`config.mk`:
```
export PLATFORM = sky130hd
export DESIGN_NAME = load_use_hazard_unit
export DESIGN_NICKNAME = d
export VERILOG_FILES = /design/src/rtl/load_use_hazard_unit_pkg.sv /design/src/rtl/load_use_hazard_unit_src_match.sv /design/src/rtl/load_use_hazard_unit.sv
export SDC_FILE = /design/constraint.sdc
export NUM_CORES = 1
export LEC_CHECK = 0
export ABC_AREA = 1
export CELL_PAD_IN_SITES_DETAIL_PLACEMENT = 1
export CELL_PAD_IN_SITES_GLOBAL_PLACEMENT = 2
export CORE_ASPECT_RATIO = 0.75
export CORE_MARGIN = 8
export CORE_UTILIZATION = 27
export DETAILED_ROUTE_END_ITERATION = 8
export PLACE_DENSITY = 0.81
export SYNTH_ARGS = -nofsm -noshare
export SYNTH_HDL_FRONTEND = slang
export SYNTH_SLANG_ARGS = --single-unit
```
`constraint.sdc`:
```
create_clock -name clk -period 2.3 [get_ports clk]
set_input_delay 0.46 -clock clk [delete_from_list [all_inputs] [get_ports clk]]
set_output_delay 0.46 -clock clk [all_outputs]
set_load 0.005 [all_outputs]
```
`src/rtl/load_use_hazard_unit_pkg.sv`:
```
// Shared pipeline definitions for the load-use hazard logic.
package load_use_hazard_unit_pkg;

    // Default register-index width of the pipeline.
    localparam int REG_ADDR_W = 5;

    // Hard-wired zero register; writes to it never create a dependency.
    localparam int X0 = 0;

    // Two-state stall sequencer.
    typedef enum logic {
        RUN   = 1'b0,
        STALL = 1'b1
    } hz_state_t;

endpackage

```
`src/rtl/load_use_hazard_unit_src_match.sv`:
```
// Per-source comparator: flags an ID source that depends on a load in EX.
module load_use_hazard_unit_src_match #(
    parameter int ADDR_W = 5
) (
    input  logic [ADDR_W-1:0] rs,
    input  logic              rs_used,
    input  logic              valid_id,
    input  logic [ADDR_W-1:0] rd_ex,
    input  logic              memread_ex,
    input  logic              valid_ex,
    output logic              match
);
    import load_use_hazard_unit_pkg::*;

    // A load into x0 never produces data, so it cannot cause a hazard.
    always_comb begin
        match = valid_id & rs_used & valid_ex & memread_ex
              & (rd_ex != ADDR_W'(X0)) & (rs == rd_ex);
    end

endmodule

```
`src/rtl/load_use_hazard_unit.sv`:
```
// Load-use hazard unit: one-cycle front-end stall plus a bubble into ID/EX,
// then registered per-operand select flags for the EX forwarding muxes.
module load_use_hazard_unit #(
    parameter int REG_ADDR_W = load_use_hazard_unit_pkg::REG_ADDR_W,
    parameter int CNT_W      = 32
) (
    input  logic                  clk,
    input  logic                  rst_n,
    input  logic [REG_ADDR_W-1:0] rs1_ID,
    input  logic [REG_ADDR_W-1:0] rs2_ID,
    input  logic                  rs1_used_ID,
    input  logic                  rs2_used_ID,
    input  logic                  valid_ID,
    input  logic [REG_ADDR_W-1:0] rd_EX,
    input  logic                  memread_EX,
    input  logic                  valid_EX,
    input  logic                  flush_ID,
    input  logic                  hold_ext,
    output logic                  stall_IF,
    output logic                  stall_ID,
    output logic                  bubble_EX,
    output logic                  stall_EN1_EX,
    output logic                  stall_EN2_EX,
    output logic [CNT_W-1:0]      stall_cnt
);
    import load_use_hazard_unit_pkg::*;

    logic      m1;
    logic      m2;
    logic      hz;
    hz_state_t state_q;
    hz_state_t state_d;
    logic      pend1_q;
    logic      pend2_q;
    logic      pend1_d;
    logic      pend2_d;
    logic      en1_d;
    logic      en2_d;

    load_use_hazard_unit_src_match #(.ADDR_W(REG_ADDR_W)) u_match1 (
        .rs         (rs1_ID),
        .rs_used    (rs1_used_ID),
        .valid_id   (valid_ID),
        .rd_ex      (rd_EX),
        .memread_ex (memread_EX),
        .valid_ex   (valid_EX),
        .match      (m1)
    );

    load_use_hazard_unit_src_match #(.ADDR_W(REG_ADDR_W)) u_match2 (
        .rs         (rs2_ID),
        .rs_used    (rs2_used_ID),
        .valid_id   (valid_ID),
        .rd_ex      (rd_EX),
        .memread_ex (memread_EX),
        .valid_ex   (valid_EX),
        .match      (m2)
    );

    // A flushed ID instruction is dead, so it cannot stall the pipe.
    always_comb begin
        hz = (m1 | m2) & ~flush_ID;
    end

    // Next-state, pending operands, next flags and combinational stall outputs.
    always_comb begin
        state_d   = state_q;
        pend1_d   = pend1_q;
        pend2_d   = pend2_q;
        en1_d     = 1'b0;
        en2_d     = 1'b0;
        stall_IF  = 1'b0;
        stall_ID  = 1'b0;
        bubble_EX = 1'b0;
        if (!rst_n) begin
            // Outputs stay quiet while reset is held.
            state_d = RUN;
        end else if (hold_ext) begin
            // External freeze owns the pipeline; everything here holds.
            stall_IF = 1'b1;
            stall_ID = 1'b1;
            en1_d    = stall_EN1_EX;
            en2_d    = stall_EN2_EX;
        end else begin
            case (state_q)
                RUN: begin
                    if (hz) begin
                        stall_IF  = 1'b1;
                        stall_ID  = 1'b1;
                        bubble_EX = 1'b1;
                        pend1_d   = m1;
                        pend2_d   = m2;
                        state_d   = STALL;
                    end else begin
                        pend1_d = 1'b0;
                        pend2_d = 1'b0;
                    end
                end
                STALL: begin
                    // EX holds the bubble, so no new hazard is looked for here.
                    pend1_d = 1'b0;
                    pend2_d = 1'b0;
                    state_d = RUN;
                    if (!flush_ID) begin
                        en1_d = pend1_q;
                        en2_d = pend2_q;
                    end
                end
                default: begin
                    state_d = RUN;
                end
            endcase
        end
    end

    // State, pending operand bits and select flags.
    always_ff @(posedge clk or negedge rst_n) begin
        if (!rst_n) begin
            state_q      <= RUN;
            pend1_q      <= 1'b0;
            pend2_q      <= 1'b0;
            stall_EN1_EX <= 1'b0;
            stall_EN2_EX <= 1'b0;
        end else begin
            state_q      <= state_d;
            pend1_q      <= pend1_d;
            pend2_q      <= pend2_d;
            stall_EN1_EX <= en1_d;
            stall_EN2_EX <= en2_d;
        end
    end

    // Saturating count of bubble cycles; hold_ext suppresses the bubble.
    always_ff @(posedge clk or negedge rst_n) begin
        if (!rst_n) begin
            stall_cnt <= '0;
        end else if (bubble_EX && (stall_cnt != {CNT_W{1'b1}})) begin
            stall_cnt <= stall_cnt + 1'b1;
        end
    end

endmodule

```
Yosys cells after proc, flatten, opt, wreduce, memory -nomap -nowiden
Index checks and enable logic that the tools add are counted.

Add/subtract/negate cells: 1. Eq/ne operators: 4. Muxes and demuxes: 21. Bitwise gates (word level): 15. Reductions and logical operators: 3.

Operator list (count): adder 32 x 1 -> 32 bit, second input constant (1); inequality test 32 bit, second input constant (1); two-way mux 1 bit (18); bitwise AND 1 bit (11); == test 5 bit (2); one-hot mux 1 bit (2 select lines) (3); nonzero test 5 bit (1); inverter 1 bit (3); inequality test 2 bit, second input constant (1); AND reduction 2 bit (1); logical AND 1 bit (1); bitwise OR 1 bit (1).

Bits in registers: 37. Input bits: 24.

Longest topological paths before layout
Depth in word-level cells: 12. Depth in mapped cells: 13.

Cells and area by module
From an unflattened synthesis, not the netlist that was laid out.

Cell total of the unflattened synthesis: 434. Area, all modules: 2672.6 um2.

By module, submodules not included: load_use_hazard_unit (times used 1, cells each 358, area an instance 2382.3 um2); load_use_hazard_unit_src_match (times used 2, cells each 38, area an instance 145.1 um2).

Worst setup path before layout
Ideal clock, no wire load.

Path kind: input-to-output. From: input port valid_EX. To: output port stall_IF. Data arrival time: 1.377 ns. Data required time: 1.840 ns. Slack: 0.463 ns. Stages: 9. Path buffers: 1. Path through: nand2_1 -> a21oi_1 -> nand2_1 -> nor2_1 -> nand2_1 -> nand2_2 -> nand3_1 -> o21ai_0 -> buf_4.

Word-level cells in the longest chain between the ends: 10.

RTL lines: start: declaration (RTL line load_use_hazard_unit.sv:16) `input logic valid_EX,`; bitwise AND 1 bit (2 in a row) (RTL line load_use_hazard_unit_src_match.sv:17) `match = valid_id & rs_used & valid_ex & memread_ex`; bitwise AND 1 bit (2 in a row) (RTL line load_use_hazard_unit_src_match.sv:18) `& (rd_ex != ADDR_W'(X0)) & (rs == rd_ex);`; bitwise OR 1 bit (*) (RTL line load_use_hazard_unit.sv:62) `hz = (m1 | m2) & ~flush_ID;`; bitwise AND 1 bit (*) (RTL line load_use_hazard_unit.sv:62); two-way mux 1 bit (*) (4 in a row); end: declaration (RTL line load_use_hazard_unit.sv:19) `output logic stall_IF,`.

Every way passes the cells marked *; elsewhere a longest branch is shown, timed or not.

Worst setup path after layout
From: input port rs2_ID[4]. To: output port stall_IF.

Word-level cells in the longest chain between the ends: 8.

RTL lines: start: declaration (RTL line load_use_hazard_unit.sv:10) `input logic [REG_ADDR_W-1:0] rs2_ID,`; == test 5 bit (RTL line load_use_hazard_unit_src_match.sv:18); bitwise AND 1 bit (RTL line load_use_hazard_unit_src_match.sv:18); bitwise OR 1 bit (RTL line load_use_hazard_unit.sv:62); bitwise AND 1 bit (RTL line load_use_hazard_unit.sv:62); two-way mux 1 bit (RTL line load_use_hazard_unit.sv:87) `if (hz) begin`; two-way mux 1 bit (RTL line load_use_hazard_unit.sv:85) `case (state_q)`; two-way mux 1 bit (RTL line load_use_hazard_unit.sv:78) `end else if (hold_ext) begin`; two-way mux 1 bit (RTL line load_use_hazard_unit.sv:75) `if (!rst_n) begin`.

Every way passes these cells.

==> metrics.md <==
| Metric | Value |
|---|---|
| Outcome | complete, no violations |
| WP data arrival | 1.72 ns |
| Final Max Tran Viols | 0 |
| Synth warnings | 0 |
| Max incr delay on CP | 0.47 ns |
| CP Launch Type | primary input |
| CP Data Required Time | 1.84 ns |
| Setup skew after layout | 0.00434 ns |
| Commonest non-fill, non-tap cell in the layout | nand2_1 |
| Post-DRT Antenna Nets | 0 |
| Final Hold Vio Count | 0 |
| Reg power frac | 0.466 |
| Post-synth EDFFs | 0 |
| CTS tree | done |
| Sequential area share after synthesis | 0.379 |
| Relative slew slack | 0.642 |
| Max Root-Sink Buffers | 2 |
| Mapped Nets | 364 |
| ANT cells | 0 |
| Std-Cell Rows | 30 |
| Crit share post-route | 0.948 |
| Wire length per cell | 14.1 um |
| Area leader, netlist | dfrtp_1 |
| Antenna violations before repair | 0 |
| Hold WC Path Type | primary input to asynchronous set/reset pin |
| Chip Width | 126 um |
| Main flop type after synthesis | dfrtp_1 |
| Max Clk Rate | 459 MHz |
| DRC Markers | 0 |
| Initial Util | 0.274 |
| Gr ovfl total | 0 |
| Max stage delay cell, worst path | clkdlybuf4s50_1 |
| Max VDD drop | 0.000275 V |
| Clock root buffer | clkbuf_16 |
| Worst skew pair latency | 0.28 ns |
| Fin crit period | 2.18 ns |
| Layout Nets | 442 |
| Tightest Pin Transition | 0.537 ns |
| Largest net degree at the start of global routing | 40 |
| Combinational Power Share | 0.074 |
| Final HPWL DP | 5840 um |
| Crit path max fanout | 2 |
| Avg Cell Area, Syn | 7.21 sq um |
| Sum Neg Setup Slack | 0 ns |
| Post-Layout Inst Area | 3420 sq um |
| Post-CTS Hold Fix Bufs | 0 |
| Crit path kind | primary input to output port |
| Reg clk slew, reported paths | 0.06 ns |
| Core ar. | 8930 sq um |
| CP Cell Sequence | clkdlybuf4s50_1 > xnor2_1 > nand2_1 > nor2_1 > nand2_1 > nand2_2 > nand3_2 > o21ai_2 > buf_2 |
| Clock share of power | 0.460 |
| Final Wtd Congestion | 0.745 |
| Flop-to-flop setup slack | 0.34 ns |
| Commonest non-fill, non-tap cells in the layout | nand2_1 (137), clkdlybuf4s50_1 (43), dfrtp_1 (37), inv_1 (33), nor2_1 (25) |
| FF-to-FF End | stall_cnt[30] |
| Max-capacitance violation count | 0 |
| Worst r2r src | stall_cnt[0] |
| RSZ-0062 raised after global routing | no |
| CP Capture Type | output port |
| P_int | 1090 uW |
| Total Power | 1400 uW |
| Vias | 2408 |
| Post-layout util | 0.383 |
| FF-to-FF path depth | 10 |
| Vias in the first global route | 2543 |
| Synth-to-layout area growth | 39.9% |
| H-tree Lvls | 2 |
| Clock sinks | 37 |
| Die ar. | 12400 sq um |
| Num ports | 61 |
| Cell area after synthesis | 2440 sq um |
| Post-Place Cell Area | 3240 sq um |
| Top post-synthesis cells by area | dfrtp_1 (38%), nand2_1 (21%), nand3b_1 (6.8%), inv_1 (5.4%), nor2_1 (4.1%) |
| CTS buffer count | 5 |
| Via-to-Cell Ratio | 4.56 |
| Distinct cells, synth | 30 |
| Crit. Startpoint | rs2_ID[4] |
| Chip height | 98.4 um |
| Top-area cell type share of the netlist area | 0.379 |
| Sw Share | 0.222 |
| WL final | 7440 um |
| Share of cells above drive strength 1 | 0.147 |
| DR iter-0 viols | 79 |
| CP most frequent cell | nand2_1 |
| Total Routing Usage GR | 0.123 |
| Leakage | 0.00161 uW |
| Synthesized instance count | 339 |
| Drt pass-1 iters | 4 |
| Async SR Flop Fraction | 1.00 |
| Setup violations, final | 0 |
| PortBufs | 60 |
| Flops & latches, synth | 37 |
| Cell area power density | 410 nW/um^2 |
| First-pass GRT wire length | 12400 um |
| Sw Pwr | 311 uW |
==> synthesized netlist by cell type, types with 5 or more instances <==
| master | instances |
|---|---|
| buf_6 | 5 |
| dfrtp_1 | 37 |
| inv_1 | 35 |
| nand2_1 | 138 |
| nand2_2 | 6 |
| nand3_1 | 18 |
| nand3b_1 | 22 |
| nand4_1 | 5 |
| nor2_1 | 27 |
| nor2_4 | 9 |
| nor3_1 | 6 |
| o21ai_0 | 5 |
| xnor2_1 | 6 |
==> through the flow <==
stage / hold slack (ns) / setup WS (ns) / cells
finish: 0.337 / 0.119 / 528
global route: 0.392 / 0.00786 / 528
CTS: 0.370 / 0.0158 / 527
detailed placement: 0.496 / -0.514 / 518
global placement: 0.482 / -0.474 / 518
floorplan: 0.164 / 0.463 / 339
==> power by group through the flow <==
stage                     registers, uW  logic [uW]  clock network [uW]
final                               653         104                 646
after global routing                652         116                 698
after CTS                           653         108                 668
after detailed placement            664         111                   0
after global placement              664         109                   0
after floorplan                     665        32.3                   0
==> worst max-delay path, delay by kind of cell <==
family	cells	cell delay, ns
xor gates and xnor gates	1	0.12
buffers and inverters	2	0.60
AOI/OAI and AO/OA	1	0.12
and+or+nand+nor	5	0.42
==> state kept, by name (all words and copies together), names as in the netlist <==
signal	cells
pend2_q	1
stall_EN1_EX	1
stall_cnt	32
state_q	1
stall_EN2_EX	1
pend1_q	1
==> kinds of logic after synthesis <==
group,share of synthesized area
fa+ha+maj,0.00512
simple gates,0.489
compound gates,0.0174
buf+inv,0.0850
xor+xnor,0.0251
flops,0.379
==> per-layer routing <==
layer / vias to the layer above / GRT usage / share of wire
met5: - / 0 / 0
met4: 0 / 0.0332 / 0.0077
met3: 4 / 0.0329 / 0.042
met2: 25 / 0.201 / 0.46
met1: 1166 / 0.156 / 0.49
li1: 1213 / - / -
==> layout make-up <==
type,count,area [sq um]
fillers,1120,5510
repair buffers,77,747
flip-flops and latches,37,926
multi-input cells,258,1330
clock buffers,5,125
well taps,112,140
clock inverters,1,5.00
inverters,38,146
==> worst max path at each step <==
| stage | end | slack, ns | cells after the start |
|---|---|---|---|
| final | stall_IF | 0.12 | 9 |
| after global routing | stall_IF | 0.008 | 10 |
| after floorplan | stall_IF | 0.46 | 9 |
| after global placement | bubble_EX | -0.47 | 10 |
| after detailed placement | stall_IF | -0.51 | 11 |
| after CTS | stall_IF | 0.02 | 10 |
==> timing repair <==
item,in CTS,in global routing
endpoints found under the setup margin,3,5
setup buffers,3,1
endpoints found under the hold margin,0,0
resized for setup,27,9
pin swaps,6,16
gates cloned,0,0
Power figures use the tool's default switching activity.
